[src/rtl/s0_rs_enc.sv]
// Systematic RS(N,N-4) encoder over GF(2^8), primitive polynomial 0x11D.
// Message symbols pass straight through; four parity symbols produced by an
// LFSR divider with g(x) = x^4 + 0x0F x^3 + 0x36 x^2 + 0x78 x + 0x40
// (roots alpha^0..alpha^3) are appended after the last message symbol.

// Constant-capable GF(2^8) multiplier, reduction polynomial 0x11D.
module gf2m8_multi (
  input  logic [7:0] a,
  input  logic [7:0] b,
  output logic [7:0] p
);

  logic [7:0] acc;
  logic [7:0] sh;

  // Shift-and-add: accumulate a*x^i for each set bit of b, reducing as a is shifted.
  always_comb begin
    acc = '0;
    sh  = a;
    for (int i = 0; i < 8; i++) begin
      if (b[i]) acc = acc ^ sh;
      sh = {sh[6:0], 1'b0} ^ (sh[7] ? 8'h1D : 8'h00);
    end
  end

  assign p = acc;

endmodule

module s0_rs_enc #(
  parameter int N = 255  // codeword length, 5..255; K = N-4 message symbols
) (
  input  logic       clk,
  input  logic       rstn,
  input  logic       enc_clr,
  input  logic [7:0] din,
  input  logic       din_vld,
  output logic       din_rdy,
  output logic [7:0] dout,
  output logic       dout_vld,
  output logic       dout_sop,
  output logic       dout_eop,
  output logic       dout_par
);

  localparam int         K      = N - 4;
  localparam logic [7:0] K_LAST = 8'(K - 1);

  // Generator polynomial coefficients below the monic x^4 term.
  localparam logic [7:0] G3 = 8'h0F;
  localparam logic [7:0] G2 = 8'h36;
  localparam logic [7:0] G1 = 8'h78;
  localparam logic [7:0] G0 = 8'h40;

  typedef enum logic {
    S_DATA = 1'b0,  // accepting message symbols
    S_PAR  = 1'b1   // emitting the four parity symbols
  } state_t;

  state_t     state;
  logic [7:0] cnt;   // message symbols accepted in the current codeword
  logic [1:0] pcnt;  // parity beat index
  logic [7:0] p0, p1, p2, p3;

  // Input handshake: a symbol is transferred on every rising edge where
  // din_vld and din_rdy are both high; din must be stable while din_vld is
  // high and din_rdy is low. din_vld may drop at any time. The output side
  // has no ready: each dout_vld cycle carries one symbol the consumer must take.
  logic accept;
  assign accept = din_vld & din_rdy;

  logic [7:0] fb;
  logic [7:0] m0, m1, m2, m3;
  assign fb = din ^ p3;

  gf2m8_multi u_mul3 (.a(fb), .b(G3), .p(m3));
  gf2m8_multi u_mul2 (.a(fb), .b(G2), .p(m2));
  gf2m8_multi u_mul1 (.a(fb), .b(G1), .p(m1));
  gf2m8_multi u_mul0 (.a(fb), .b(G0), .p(m0));

  // Encoder FSM: message pass-through with LFSR update, then a 4-beat parity flush.
  always_ff @(posedge clk or negedge rstn) begin
    if (!rstn) begin
      state    <= S_DATA;
      cnt      <= '0;
      pcnt     <= '0;
      p0       <= '0;
      p1       <= '0;
      p2       <= '0;
      p3       <= '0;
      dout     <= '0;
      dout_vld <= 1'b0;
      dout_sop <= 1'b0;
      dout_eop <= 1'b0;
      dout_par <= 1'b0;
      din_rdy  <= 1'b0;
    end else if (enc_clr) begin
      // Abort: discard any partial codeword, symbol on din is not taken.
      state    <= S_DATA;
      cnt      <= '0;
      pcnt     <= '0;
      p0       <= '0;
      p1       <= '0;
      p2       <= '0;
      p3       <= '0;
      dout     <= '0;
      dout_vld <= 1'b0;
      dout_sop <= 1'b0;
      dout_eop <= 1'b0;
      dout_par <= 1'b0;
      din_rdy  <= 1'b1;
    end else begin
      case (state)
        S_DATA: begin
          dout_vld <= accept;
          dout_sop <= 1'b0;
          dout_eop <= 1'b0;
          dout_par <= 1'b0;
          din_rdy  <= 1'b1;
          if (accept) begin
            dout     <= din;
            dout_sop <= (cnt == 8'd0);
            p3       <= p2 ^ m3;
            p2       <= p1 ^ m2;
            p1       <= p0 ^ m1;
            p0       <= m0;
            if (cnt == K_LAST) begin
              // Last message symbol: parity follows with no bubble.
              cnt     <= '0;
              state   <= S_PAR;
              din_rdy <= 1'b0;
            end else begin
              cnt <= cnt + 8'd1;
            end
          end
        end
        S_PAR: begin
          dout     <= p3;
          dout_vld <= 1'b1;
          dout_sop <= 1'b0;
          dout_par <= 1'b1;
          dout_eop <= (pcnt == 2'd3);
          p3       <= p2;
          p2       <= p1;
          p1       <= p0;
          p0       <= '0;
          if (pcnt == 2'd3) begin
            // Register is all-zero after the fourth shift, ready for the next codeword.
            pcnt    <= '0;
            state   <= S_DATA;
            din_rdy <= 1'b1;
          end else begin
            pcnt    <= pcnt + 2'd1;
            din_rdy <= 1'b0;
          end
        end
        default: begin
          state   <= S_DATA;
          din_rdy <= 1'b1;
        end
      endcase
    end
  end

endmodule
[config.mk]
export PLATFORM = sky130hd
export DESIGN_NAME = s0_rs_enc
export DESIGN_NICKNAME = d
export VERILOG_FILES = /design/src/rtl/s0_rs_enc.sv
export SDC_FILE = /design/constraint.sdc
export NUM_CORES = 1
export LEC_CHECK = 0
export ABC_AREA = 1
export BUFFER_PORTS_ARGS = -buffer_cell sky130_fd_sc_hd__buf_2
export CAP_MARGIN = 20
export CORE_AREA = 2 2 94 96
export CTS_BUF_LIST = sky130_fd_sc_hd__clkbuf_4
export DETAILED_ROUTE_END_ITERATION = 8
export DIE_AREA = 0 0 96 98
export GPL_TIMING_DRIVEN = 0
export PLACE_DENSITY_LB_ADDON = 0.12
export SYNTH_ARGS = -nofsm -noshare
export SYNTH_HDL_FRONTEND = slang
export SYNTH_SLANG_ARGS = --single-unit
[constraint.sdc]
create_clock -name clk -period 4.7 [get_ports clk]
set_input_delay 1.175 -clock clk [delete_from_list [all_inputs] [get_ports clk]]
set_output_delay 1.175 -clock clk [all_outputs]
set_load 0.03 [all_outputs]
==> results.txt, run 1 <==
After synthesis, the largest family of logic cells by area is simple AND/OR/NAND/NOR gates. The later pin in the worst-skew pair is clocked with a latency of 0.41 ns. The routed wire length per instance is 14.6 microns.

The Yosys warning count came out at 0. Summed over all nets, the switching power comes to 1170 uW. The hold buffer count at CTS is 0. The number of global-route vias before repair came out at 3407.

The depth of the CTS H-tree came out at 2. The TritonCTS clock tree is done. The first global-routing pass estimated 16500 microns of wire.

In this run the worst setup path begins at din[6]. The count of placed standard cells in the final layout, fillers left out is 664. The register area came out at 1400 sq um. The number of enable flip-flop cells after synthesis came out at 0. The number of distinct library cell variants in the gate-level netlist after synthesis came out at 35. Net switching is 51.8% of the power.

The xor and xnor area share after synthesis is 3.78%. The register clock-pin slew on the reported worst setup and hold paths came out at 0.19 ns. The worst setup path is captured at a register. Setup total negative slack on the finished layout was measured at 0 ns. The number of setup violations in the final report is 0. The area occupied by multi-input gates came out at 1980 sq um.

The length in cells of the worst reg-to-reg path is 8. The number of antenna violations at the first check in global routing is 0. Sorting the synthesized cells by area gives the leading types as sky130_fd_sc_hd__dfrtp_1 (38%), sky130_fd_sc_hd__nand2_1 (18%), sky130_fd_sc_hd__nand3_1 (6.8%).

The beginning of the worst register-to-register path is state$_DFF_PN0_. The filler cells instantiated in the layout total 885. The compound-gate portion of the synthesized area came out at 12.5%. Setup repair after global routing left no endpoint under its margin. The first-pass detailed-route iteration total is 4. The type of the worst setup path is in -> reg. The leading register cell type out of synthesis is sky130_fd_sc_hd__dfrtp_1. The post-synthesis instance total is 523. STA puts the critical path data arrival time at 2.82 ns. The total via count after detailed routing came out at 3502.

The final worst clock skew came out at 0.0240 ns. The capturing point of the worst reg2reg path is p1[6]$_DFFE_PN0P_. The routed via count divided by cell count is 5.27. The critical-path maximum fanout is 6. The combinational fraction of design power came out at 60.8%. The post-cts repair resize count is 0.

The die is 98 microns tall. The area of the die is 9410 sq um. The synthesized area divided by synthesized cell count came out at 7.02 sq um. The leakage power is 0.00205 uW.

Synthesis produced a netlist with a net count of 539. The clock network power share is 10.4%. The async set-or-reset flop fraction in the synthesized netlist is 100%.

The die width came out at 96 microns. The post-route DRC violation count is 0. After the last flow step, the layout net total stands at 571. Clock tree synthesis selected as its root buffer the cell sky130_fd_sc_hd__clkbuf_4.

The top cell type by area accounts for 38.1% of the synthesized area. The run finished with clean final reports. The endpoint of the worst hold-timing path is pcnt[0]$_DFFE_PN0P_.

The area of the core came out at 8470 sq um. The fraction of power consumed by sequential logic is 28.8%. The final estimated routing congestion in global placement came out at 0.899. The number of cells after detailed placement is 656. The smallest clock period supported by the final layout is computed as 2.52 ns.

The maximum clock frequency came out at 397 MHz. sky130_fd_sc_hd__dfrtp_1 takes more of the synthesized area than any other cell. The data required time at the worst endpoint is 5.00 ns. Once the floorplan was initialized, standard cells occupied 43.4% of the core. STA classifies the critical path startpoint as a primary input. The remaining global-route overflow came out at 0.

The hold path depth is 1. The part of the Yosys area used for sequential elements is 38.1%. The area added between synthesis and finish is 9.13%. The number of sinks on the clock net came out at 56. Measured against its own limit, the worst slew margin works out to 56.0%. The reg2reg setup slack came out at 2.55 ns. The worst hold path belongs to the class reg -> reg. The total power per unit cell area came out at 565 nW/um^2. The number of top-level design ports is 25. Entering global routing, the biggest net connects 33 pins.

In this run the core area contains 34 standard-cell rows. The antenna diode count is 0. The cell area after technology mapping came out at 3670 sq um.

For the pin with the worst max-slew slack, the measured transition is 0.658 ns. The basic-gate share of the synthesized area counting and, or, nand and nor cells is 36.3%. For this block, the routed nets add up to 9730 microns of wire. In the synthesized netlist, mux cells make up 0% of the area. Once detailed placement completed, the half-perimeter wirelength came to 7260 microns.

The number of buffer cells added on primary ports came out at 24. The highest ir drop seen on vdd came out at 0.000190 V. The final clock period utilization by the worst path is 53.6%. The top cell types in the final layout, fill and taps aside, are sky130_fd_sc_hd__nand2_1 (181), sky130_fd_sc_hd__dfrtp_1 (56), sky130_fd_sc_hd__nand3_1 (50). The total track usage is 22.1%.

The number of antenna-violating nets in the routed design is 0. The number of synthesized register bits came out at 56. The total setup buffers inserted after CTS came out at 0. The number of buffers created by CTS is 5. The number of buffers between clock root and the deepest sink is 2.

The initial detailed-routing violation count came out at 182. The worst hold path begins at pcnt[0]$_DFFE_PN0P_. The post-synthesis adder-cell area fraction came out at 1.36%.

The count of max-cap constraint violations came out at 0. The share of post-route cells with drive strength above 1 is 14.7%. Leaving out fill and tap cells, the most frequent cell in the layout is sky130_fd_sc_hd__nand2_1. The final-report hold violation count is 0. The cell-internal power came out at 1090 uW. The max-slew violation count is 0.
==> worst max path at each step <==
stage / to / slack, ns
after floorplan: p2[5]$_DFFE_PN0P_ / 2.31
after global placement: p1[5]$_DFFE_PN0P_ / 1.76
after detailed placement: p1[6]$_DFFE_PN0P_ / 1.75
after CTS: p1[6]$_DFFE_PN0P_ / 2.18
after global routing: p2[2]$_DFFE_PN0P_ / 1.89
final: p2[2]$_DFFE_PN0P_ / 2.18
==> layer usage <==
layer / global-route usage [%] / vias up / share of wire (%)
met2: 36.0 / 74 / 47
met1: 30.5 / 1636 / 47
met5: 0 / - / 0
met4: 6.70 / 0 / 2.3
li1: - / 1772 / -
met3: 2.70 / 20 / 3.8
==> registers in the layout, summed over array words and instances, names as in the netlist <==
name	cells
cnt	8
dout_par	1
dout_vld	1
dout_sop	1
pcnt	2
dout_eop	1
din_rdy	1
p1	8
dout	8
p2	8
state	1
p0	8
p3	8
==> final cells by class <==
type | instances | share of cell area [%]
flip-flops and latches | 56 | 35.0
well taps | 108 | 3.37
clock buffers | 5 | 0.936
clock inverters | 3 | 0.562
plain buffers | 13 | 1.37
repair buffers | 25 | 3.50
inverters | 63 | 5.90
multi-input cells | 391 | 49.4
==> power by group through the flow <==
stage	sequential [uW]	clock (uW)	combinational, uW
finish	652	236	1380
global route	665	264	1580
CTS	651	248	1370
detailed placement	661	0	1360
global placement	659	0	1330
floorplan	661	0	1060
==> kinds of logic (layout without fill, tap and decap cells) <==
logic type               count (synthesis)  count (layout)
buffers and inverters                   76             109
AND/OR/NAND/NOR                        294             294
adder cells (fa/ha/maj)                  4               4
AO/OA/AOI/OAI                           78              78
XOR/XNOR                                15              15
flip-flops                              56              56
==> synthesized netlist by cell type, types with 2 or more instances <==
master                     number
sky130_fd_sc_hd__inv_2         14
sky130_fd_sc_hd__o22ai_1       22
sky130_fd_sc_hd__nor2_1        14
sky130_fd_sc_hd__clkbuf_1       7
sky130_fd_sc_hd__nand3_1       50
sky130_fd_sc_hd__a21oi_1       10
sky130_fd_sc_hd__nand3b_1       2
sky130_fd_sc_hd__nand3_2        4
sky130_fd_sc_hd__buf_2          5
sky130_fd_sc_hd__a22oi_1        8
sky130_fd_sc_hd__xor2_1         9
sky130_fd_sc_hd__nand2_2       18
sky130_fd_sc_hd__o21ai_1       11
sky130_fd_sc_hd__ha_1           4
sky130_fd_sc_hd__clkinv_1       2
sky130_fd_sc_hd__nand2_1      181
sky130_fd_sc_hd__nor3b_1        2
sky130_fd_sc_hd__dfrtp_1       56
sky130_fd_sc_hd__inv_1         47
sky130_fd_sc_hd__xnor2_1        5
sky130_fd_sc_hd__nand2_4        4
sky130_fd_sc_hd__o21bai_1       2
sky130_fd_sc_hd__nand4_1        9
sky130_fd_sc_hd__nor3_1         7
sky130_fd_sc_hd__o21ai_0       20
==> critical path, cell delays in order <==
cell and delay [ns]:
sky130_fd_sc_hd__buf_2 0.12, sky130_fd_sc_hd__inv_1 0.07, sky130_fd_sc_hd__nand2_1 0.05, sky130_fd_sc_hd__nand2_1 0.22, sky130_fd_sc_hd__nand2_1 0.08, sky130_fd_sc_hd__nand2_1 0.19
sky130_fd_sc_hd__nand2_1 0.10, sky130_fd_sc_hd__nand3_1 0.18, sky130_fd_sc_hd__nand2_2 0.11, sky130_fd_sc_hd__xor2_1 0.22, sky130_fd_sc_hd__nand3_1 0.10, sky130_fd_sc_hd__nand3_1 0.12
sky130_fd_sc_hd__o21ai_1 0.07
==> metrics by stage <==
stage | total power [uW] | instance area [sq um] | utilization [%] | setup WS, ns | hold slack [ns]
5_1_grt | 2510 | 4010 | 47.4 | 1.89 | 0.515
2_1_floorplan | 1720 | 3670 | - | 2.31 | 0.446
3_3_place_gp | 1990 | 3930 | 46.4 | 1.76 | 0.459
6_report | 2260 | 4010 | 47.4 | 2.18 | 0.499
4_1_cts | 2270 | 4010 | 47.4 | 2.18 | 0.500
3_5_place_dp | 2020 | 3950 | 46.6 | 1.75 | 0.468
No activity file was read; power rests on OpenSTA's default activity.
==> inputs of run 2 (changes only) <==
==> constraint.sdc (replaced) <==
create_clock -name clk -period 2.4 [get_ports clk]
set_input_delay 0.6 -clock clk [delete_from_list [all_inputs] [get_ports clk]]
set_output_delay 0.6 -clock clk [all_outputs]
set_load 0.03 [all_outputs]
==> run 2 against run 1 <==
  * Clock power rose by 95%
  * Total power increased by 96%
  * Design area is essentially flat
  * Largest power group unchanged
  * Die area did not move
  * Via count fell by 0.17%
  * Worst setup slack got worse by 1.9 ns
  * Critical path depth shrank 1
  * Final cell count stayed put
  * Register-to-register slack got worse by 2.2 ns
  * Wire length up 0.21%
  * Worst hold slack got worse by 0.33 ns
==> results.txt, run 2 (synthesized netlist as in run 1, its figures left out) <==
The post-route DRC violation count came out at 0. The critical path launch point is p3[6]$_DFFE_PN0P_. At the end of routability-driven placement, the weighted congestion stood at 0.899. The endpoint kind of the worst setup timing path is a register. The final clock period utilization by the worst path came out at 86.5%.

The number of buffer cells added on primary ports came out at 24. The worst setup path is launched from a register. The critical-path maximum fanout came out at 6. For the pin with the worst max-slew slack, the measured transition is 0.653 ns. The min-delay analysis places its worst path in the category in -> async. The number of standard-cell rows in the floorplan is 34. The total via count after detailed routing came out at 3496. The routed wire length per instance came out at 14.7 microns. The number of buffers between clock root and the deepest sink came out at 2. Summed over all cells, the static leakage comes to 0.00205 uW. Clock-pin slew was measured on the worst setup and hold paths at 0.19 ns. The most critical setup path has its endpoint at p2[2]$_DFFE_PN0P_.

After detailed placement, the total cell area comes to 3950 sq um. After filler insertion, the fill cell instance count of the layout stands at 886. The initial detailed-routing violation count is 178. The final worst clock skew came out at 0.0246 ns.

Setup repair after global routing left no endpoint under its margin. The reg2reg setup slack is 0.32 ns. The maximum clock frequency is 482 MHz.

The worst-case IR drop observed on VDD is 0.000371 V. The final critical-path required period came out at 2.08 ns. The type of the worst setup path is reg -> reg. The root buffer cell chosen for the clock tree is sky130_fd_sc_hd__clkbuf_4. The floorplan step defined a die boundary enclosing 9410 sq um. The number of antenna violations at the first check in global routing was 0. The library cell used most frequently in the layout, excluding fill and tap cells, is sky130_fd_sc_hd__nand2_1. Across the run, the number of max-cap violations was 0. The flow ran to the end, and the final reports show no timing, DRC or antenna violations. The net count of the finished layout came out at 571. The max-slew violation count came out at 0. The number of antenna-violating nets in the routed design is 0.

The startpoint identified for the worst register-to-register timing path is p3[6]$_DFFE_PN0P_. The remaining global-route overflow came out at 0. The cell-internal power is 2140 uW. The sum of routed wire length over all layers came out at 9750 microns.

The total power per unit cell area came out at 1110 nW/um^2. The data arrival time of the worst path is 2.38 ns. Net switching is 51.9% of the power. The data required time at the worst endpoint is 2.70 ns. The setup slack after placement is 0.0287 ns. Combinational logic is responsible for 60.8% of the overall power. The number of sinks on the clock net came out at 56. The first-pass GRT wire length came out at 16500 microns.

The switching power summed over all nets is 2300 uW. The final-report hold violation count came out at 0. The number of top-level design ports came out at 25. Measured against its own limit, the worst slew margin works out to 56.4%. TritonCTS built the clock tree. Clock latency on the worst-skew pair, taken at its later pin, is 0.41 ns. The clock network power share came out at 10.4%.

The first-pass detailed-route iteration total came out at 4. The total track usage came out at 22.1%. The area added between synthesis and finish came out at 9.23%. The vertical die dimension is 98 microns.

The die width came out at 96 microns. For the worst flop-to-flop path, the logic depth is 12. In this run, flip-flops and latches consume 28.8% of the power. Once layout is done, the placed cells without fillers occupy 4010 sq um.

The routed via count divided by cell count came out at 5.27. The area of the core is 8470 sq um. The total setup buffers inserted after CTS is 0.

Entering global routing, the biggest net connects 33 pins. The number of setup violations in the final report came out at 0. Leaving out fill and tap cells, the most frequent cells in the layout are sky130_fd_sc_hd__nand2_1 (180), sky130_fd_sc_hd__dfrtp_1 (56), sky130_fd_sc_hd__nand3_1 (50). The number of buffers created by CTS came out at 5.

The sum of negative setup slack is 0 ns. The depth of the CTS H-tree is 2. The endpoint identified for the worst register-to-register timing path is p2[2]$_DFFE_PN0P_.

Detailed placement finished with a half-perimeter wire length of 7260 microns. The initial core utilization came out at 43.4%. 0 antenna diodes ended up in the layout. The number of global-route vias before repair is 3407. The share of post-route cells with drive strength above 1 is 15.1%. The final worst slack came out at 0.323 ns.
==> run 2: cell counts in the layout (fill, tap and decap cells not counted) <==
No cell type changed its count.
==> run 2: power by group through the flow <==
stage	logic, uW	registers, uW	clock network, uW
2_1_floorplan	2070	1290	0
3_5_place_dp	2660	1290	0
4_1_cts	2680	1270	486
5_1_grt	3100	1300	517
3_3_place_gp	2610	1290	0
6_report	2700	1280	461
==> run 2: worst min path at each step <==
stage                               end  slack, ns
floorplan            cnt[0]$_DFFE_PN0P_       0.30
global route         dout_par$_DFF_PN0_       0.19
global placement    pcnt[0]$_DFFE_PN0P_       0.46
detailed placement  dout[0]$_DFFE_PN0P_       0.47
CTS                 dout[7]$_DFFE_PN0P_       0.19
finish               dout_par$_DFF_PN0_       0.17
==> run 2: per-layer routing <==
layer  wire length, microns  GRT usage [%]
met4                    182           6.70
met3                    389           2.70
met1                   4640           30.5
met5                      0              0
met2                   4540           36.0
==> run 2: worst max-delay path, cell delays in order, from the launching register on <==
cell and delay, ns:
sky130_fd_sc_hd__dfrtp_1 0.46, sky130_fd_sc_hd__inv_2 0.08, sky130_fd_sc_hd__nand2_1 0.05, sky130_fd_sc_hd__nand2_1 0.21, sky130_fd_sc_hd__nand2_1 0.09, sky130_fd_sc_hd__nand2_1 0.19
sky130_fd_sc_hd__nand2_1 0.10, sky130_fd_sc_hd__nand3_1 0.18, sky130_fd_sc_hd__nand2_2 0.11, sky130_fd_sc_hd__xor2_1 0.21, sky130_fd_sc_hd__nand3_1 0.09, sky130_fd_sc_hd__nand3_1 0.12
sky130_fd_sc_hd__o21ai_1 0.07
==> run 2: repair_timing <==
action | 4_1_cts | 5_1_grt
gates resized for setup | 0 | 3
endpoints found under the setup margin | 0 | 2
hold buffers | 0 | 0
endpoints found under the hold margin | 0 | 0
==> run 2: final cells by class <==
class | instances | area, sq um | share of cell area, %
Clock buffer | 5 | 37.5 | 0.935
Buffer | 13 | 56.3 | 1.40
Timing Repair Buffer | 25 | 140 | 3.49
Inverter | 63 | 236 | 5.89
Tap cell | 108 | 135 | 3.37
Sequential cell | 56 | 1400 | 34.9
Clock inverter | 3 | 22.5 | 0.561
Multi-Input combinational cell | 391 | 1980 | 49.4
==> run 2: through the flow <==
stage / cells / hold WS (ns) / util, % / total power, uW
2_1_floorplan: 523 / 0.304 / - / 3370
3_3_place_gp: 655 / 0.459 / 46.4 / 3900
3_5_place_dp: 656 / 0.468 / 46.6 / 3950
4_1_cts: 664 / 0.192 / 47.4 / 4440
5_1_grt: 664 / 0.188 / 47.4 / 4920
6_report: 664 / 0.169 / 47.4 / 4440
==> inputs of run 3 (changes only) <==
==> constraint.sdc (replaced) <==
create_clock -name clk -period 1.7 [get_ports clk]
set_input_delay 0.425 -clock clk [delete_from_list [all_inputs] [get_ports clk]]
set_output_delay 0.425 -clock clk [all_outputs]
set_load 0.03 [all_outputs]
==> run 3 against run 2 <==
  * The run now ends with setup timing left
  * First-iteration DRC count is 43% higher
  * Clock power up 42%
  * Via count up 8.4%
  * Critical path type unchanged
  * Total power is 88% higher
  * Clock-buffer cell count is the same
  * Highest routed layer unchanged
  * Register-to-register slack got worse by 0.54 ns
  * Non-clock buffer count increased by 41
  * Wire length increased by 13%
  * Maximum frequency increased by 8.2%
==> results.txt, run 3 (synthesized netlist as in run 1, its figures left out) <==
The setup path with the least slack is of type reg -> reg. STA classifies the critical path startpoint as a register. The flow ran to the end, but the final reports show violations.

The depth of the CTS H-tree came out at 2. The maximum clock frequency came out at 521 MHz. The final worst clock skew came out at 0.0226 ns. The number of setup violations in the final report came out at 20. The startpoint identified for the worst register-to-register timing path is p3[7]$_DFFE_PN0P_. The area growth from synthesis to layout is 33.8%. STA puts the critical path data arrival time at 2.26 ns.

The vertical die dimension came out at 98 microns. The first global-routing pass estimated 17300 microns of wire. The number of buffers between clock root and the deepest sink is 2. In the final layout, the share of cells above drive strength 1 is 38.2%. The clock latency reported for the late side of the worst-skew pair came out at 0.41 ns. The post-route DRC violation count is 0.

The remaining global-route overflow is 0. The analysis attributes to cell leakage a power of 0.00244 uW. The final worst slack is -0.220 ns. The routed via count divided by cell count is 5.37.

The total track usage is 23.3%. The TritonCTS clock tree is done. The highest ir drop seen on vdd came out at 0.000700 V. The final-report hold violation count is 0.

The path class of the tightest hold or removal check is in -> async. The die width came out at 96 microns. The placed wire-length estimate came out at 7260 microns. The tree is rooted in a sky130_fd_sc_hd__clkbuf_4. Once detail routing completed, the nets flagged for antenna violations numbered 0. The largest net degree at the start of global routing is 33. The worst pin sits at a relative slew slack of 54.4%. The antenna diode count is 0. The sum of negative setup slack came out at -2.96 ns. The worst setup path is captured at a register. The final estimated routing congestion in global placement came out at 0.899.

The number of buffers created by CTS is 5. The initial utilization of the core area, before any placement, comes to 43.4%. The total power per unit cell area is 1700 nW/um^2. The number of buffer cells added on primary ports is 24.

The count of max-cap constraint violations came out at 0. Setup repair after global routing could not meet its margin everywhere. The number of global-route vias before repair is 3586. The critical path starts at p3[7]$_DFFE_PN0P_. The checks that failed: setup timing. On the final layout, the worst hold slack is 0.00309 ns. The critical-path maximum fanout is 7.

The final layout contains 612 nets. The register clock-pin slew on the reported worst setup and hold paths came out at 0.19 ns. The number of standard-cell rows in the floorplan came out at 34. The measured slew at the worst slew-check pin came out at 0.683 ns. For this design, the CTS-stage hold fixing added 0 buffers. The data required time at the worst endpoint came out at 2.04 ns. The number of antenna violations at the first check in global routing came out at 0. The commonest non-fill, non-tap cell in the layout is sky130_fd_sc_hd__nand2_1. The initial detailed-routing violation count is 254.

The number of sinks on the clock net is 56. The final critical-path required period is 1.92 ns. The detailed router placed 3789 vias in this run. The sum of routed wire length over all layers is 11000 microns.

The library cells used most frequently in the layout, excluding fill and tap cells, are sky130_fd_sc_hd__nand2_1 (122), sky130_fd_sc_hd__dfrtp_1 (54), sky130_fd_sc_hd__nand2_2 (46). The area of the die came out at 9410 sq um. The pre-antenna-repair detailed-routing pass consisted of 6 iterations.

The routed wire length per instance came out at 15.6 microns. The floorplan step defined a core boundary enclosing 8470 sq um. The final clock period utilization by the worst path came out at 113%.

The max-slew violation count is 0. For this design the top-level I/O count stands at 25.
-- run 3: changes by cell type in the layout (fill, tap and decap cells not counted), moves of 4 or more --
| cell | before | now |
|---|---|---|
| sky130_fd_sc_hd__o21ai_0 | 20 | 15 |
| sky130_fd_sc_hd__buf_6 | 0 | 6 |
| sky130_fd_sc_hd__nand2_1 | 180 | 122 |
| sky130_fd_sc_hd__nand2_4 | 4 | 33 |
| sky130_fd_sc_hd__nand3_4 | 0 | 4 |
| sky130_fd_sc_hd__nand3_1 | 50 | 35 |
| sky130_fd_sc_hd__inv_4 | 0 | 4 |
| sky130_fd_sc_hd__buf_4 | 0 | 39 |
| sky130_fd_sc_hd__nand2_2 | 19 | 46 |
| sky130_fd_sc_hd__nand3_2 | 4 | 15 |
| sky130_fd_sc_hd__inv_1 | 47 | 43 |
-- run 3: layout make-up --
| class | instances | area [sq um] |
|---|---|---|
| plain buffers | 12 | 66.3 |
| clock buffers | 5 | 37.5 |
| clock inverters | 3 | 22.5 |
| fillers | 797 | 3550 |
| inverters | 63 | 254 |
| multi-input cells | 391 | 2520 |
| flip-flops and latches | 56 | 1400 |
| well taps | 108 | 135 |
| repair buffers | 67 | 478 |
-- run 3: critical path, cell delays in order, from the launching register on --
cell and delay (ns):
sky130_fd_sc_hd__dfrtp_1 0.45, sky130_fd_sc_hd__inv_2 0.07, sky130_fd_sc_hd__nand2_2 0.08, sky130_fd_sc_hd__nand2_4 0.11, sky130_fd_sc_hd__nand2_4 0.14, sky130_fd_sc_hd__nand2_8 0.11
sky130_fd_sc_hd__buf_4 0.17, sky130_fd_sc_hd__nand2_4 0.09, sky130_fd_sc_hd__nand2_2 0.07, sky130_fd_sc_hd__nand2_1 0.08, sky130_fd_sc_hd__nand3_2 0.14, sky130_fd_sc_hd__a21oi_2 0.18
sky130_fd_sc_hd__o21ai_2 0.09, sky130_fd_sc_hd__o21ai_1 0.07
-- run 3: power breakdown --
part / leakage, uW / total (uW) / switching, uW / internal, uW
registers: 0.000737 / 1810 / 197 / 1620
logic: 0.00167 / 5870 / 3560 / 2320
clock network: 0.0000356 / 656 / 488 / 168
-- run 3: path summary, 6_finish.rpt --
check,to,slack [ns],cells past startpoint
worst max-delay path,p3[5]$_DFFE_PN0P_,-0.22,13
worst min-delay path,dout[7]$_DFFE_PN0P_,0.003,1
worst max register to register,p3[5]$_DFFE_PN0P_,-0.22,13
worst min register to register,pcnt[0]$_DFFE_PN0P_,0.49,1
max in group asynchronous,p1[6]$_DFFE_PN0P_,1.07,2
min in group clk,dout_eop$_DFF_PN0_,0.23,2
-- run 3: routing by layer --
metal / wire (microns) / global-route usage [%] / up-vias
li1: - / - / 1862
met1: 4770 / 31.8 / 1818
met2: 5580 / 38.1 / 92
met3: 418 / 2.93 / 17
met4: 245 / 7.14 / 0
met5: 0 / 0 / -
-- run 3: timing repair --
item                       CTS  global route
setup buffers               21            21
setup endpoints to repair   50            38
gates resized for setup     72            98
pin swaps                   26            36
-- run 3: through the flow --
| step | cells | worst slack (ns) | instance area [sq um] | util, % | total power, uW |
|---|---|---|---|---|---|
| after global routing | 705 | -0.326 | 4910 | 58.1 | 8980 |
| after global placement | 655 | -0.490 | 3930 | 46.4 | 5500 |
| after CTS | 685 | -0.141 | 4410 | 52.1 | 7120 |
| final | 705 | -0.220 | 4910 | 58.1 | 8340 |
| after detailed placement | 656 | -0.496 | 3950 | 46.6 | 5580 |
| after floorplan | 523 | 0.0622 | 3670 | - | 4760 |
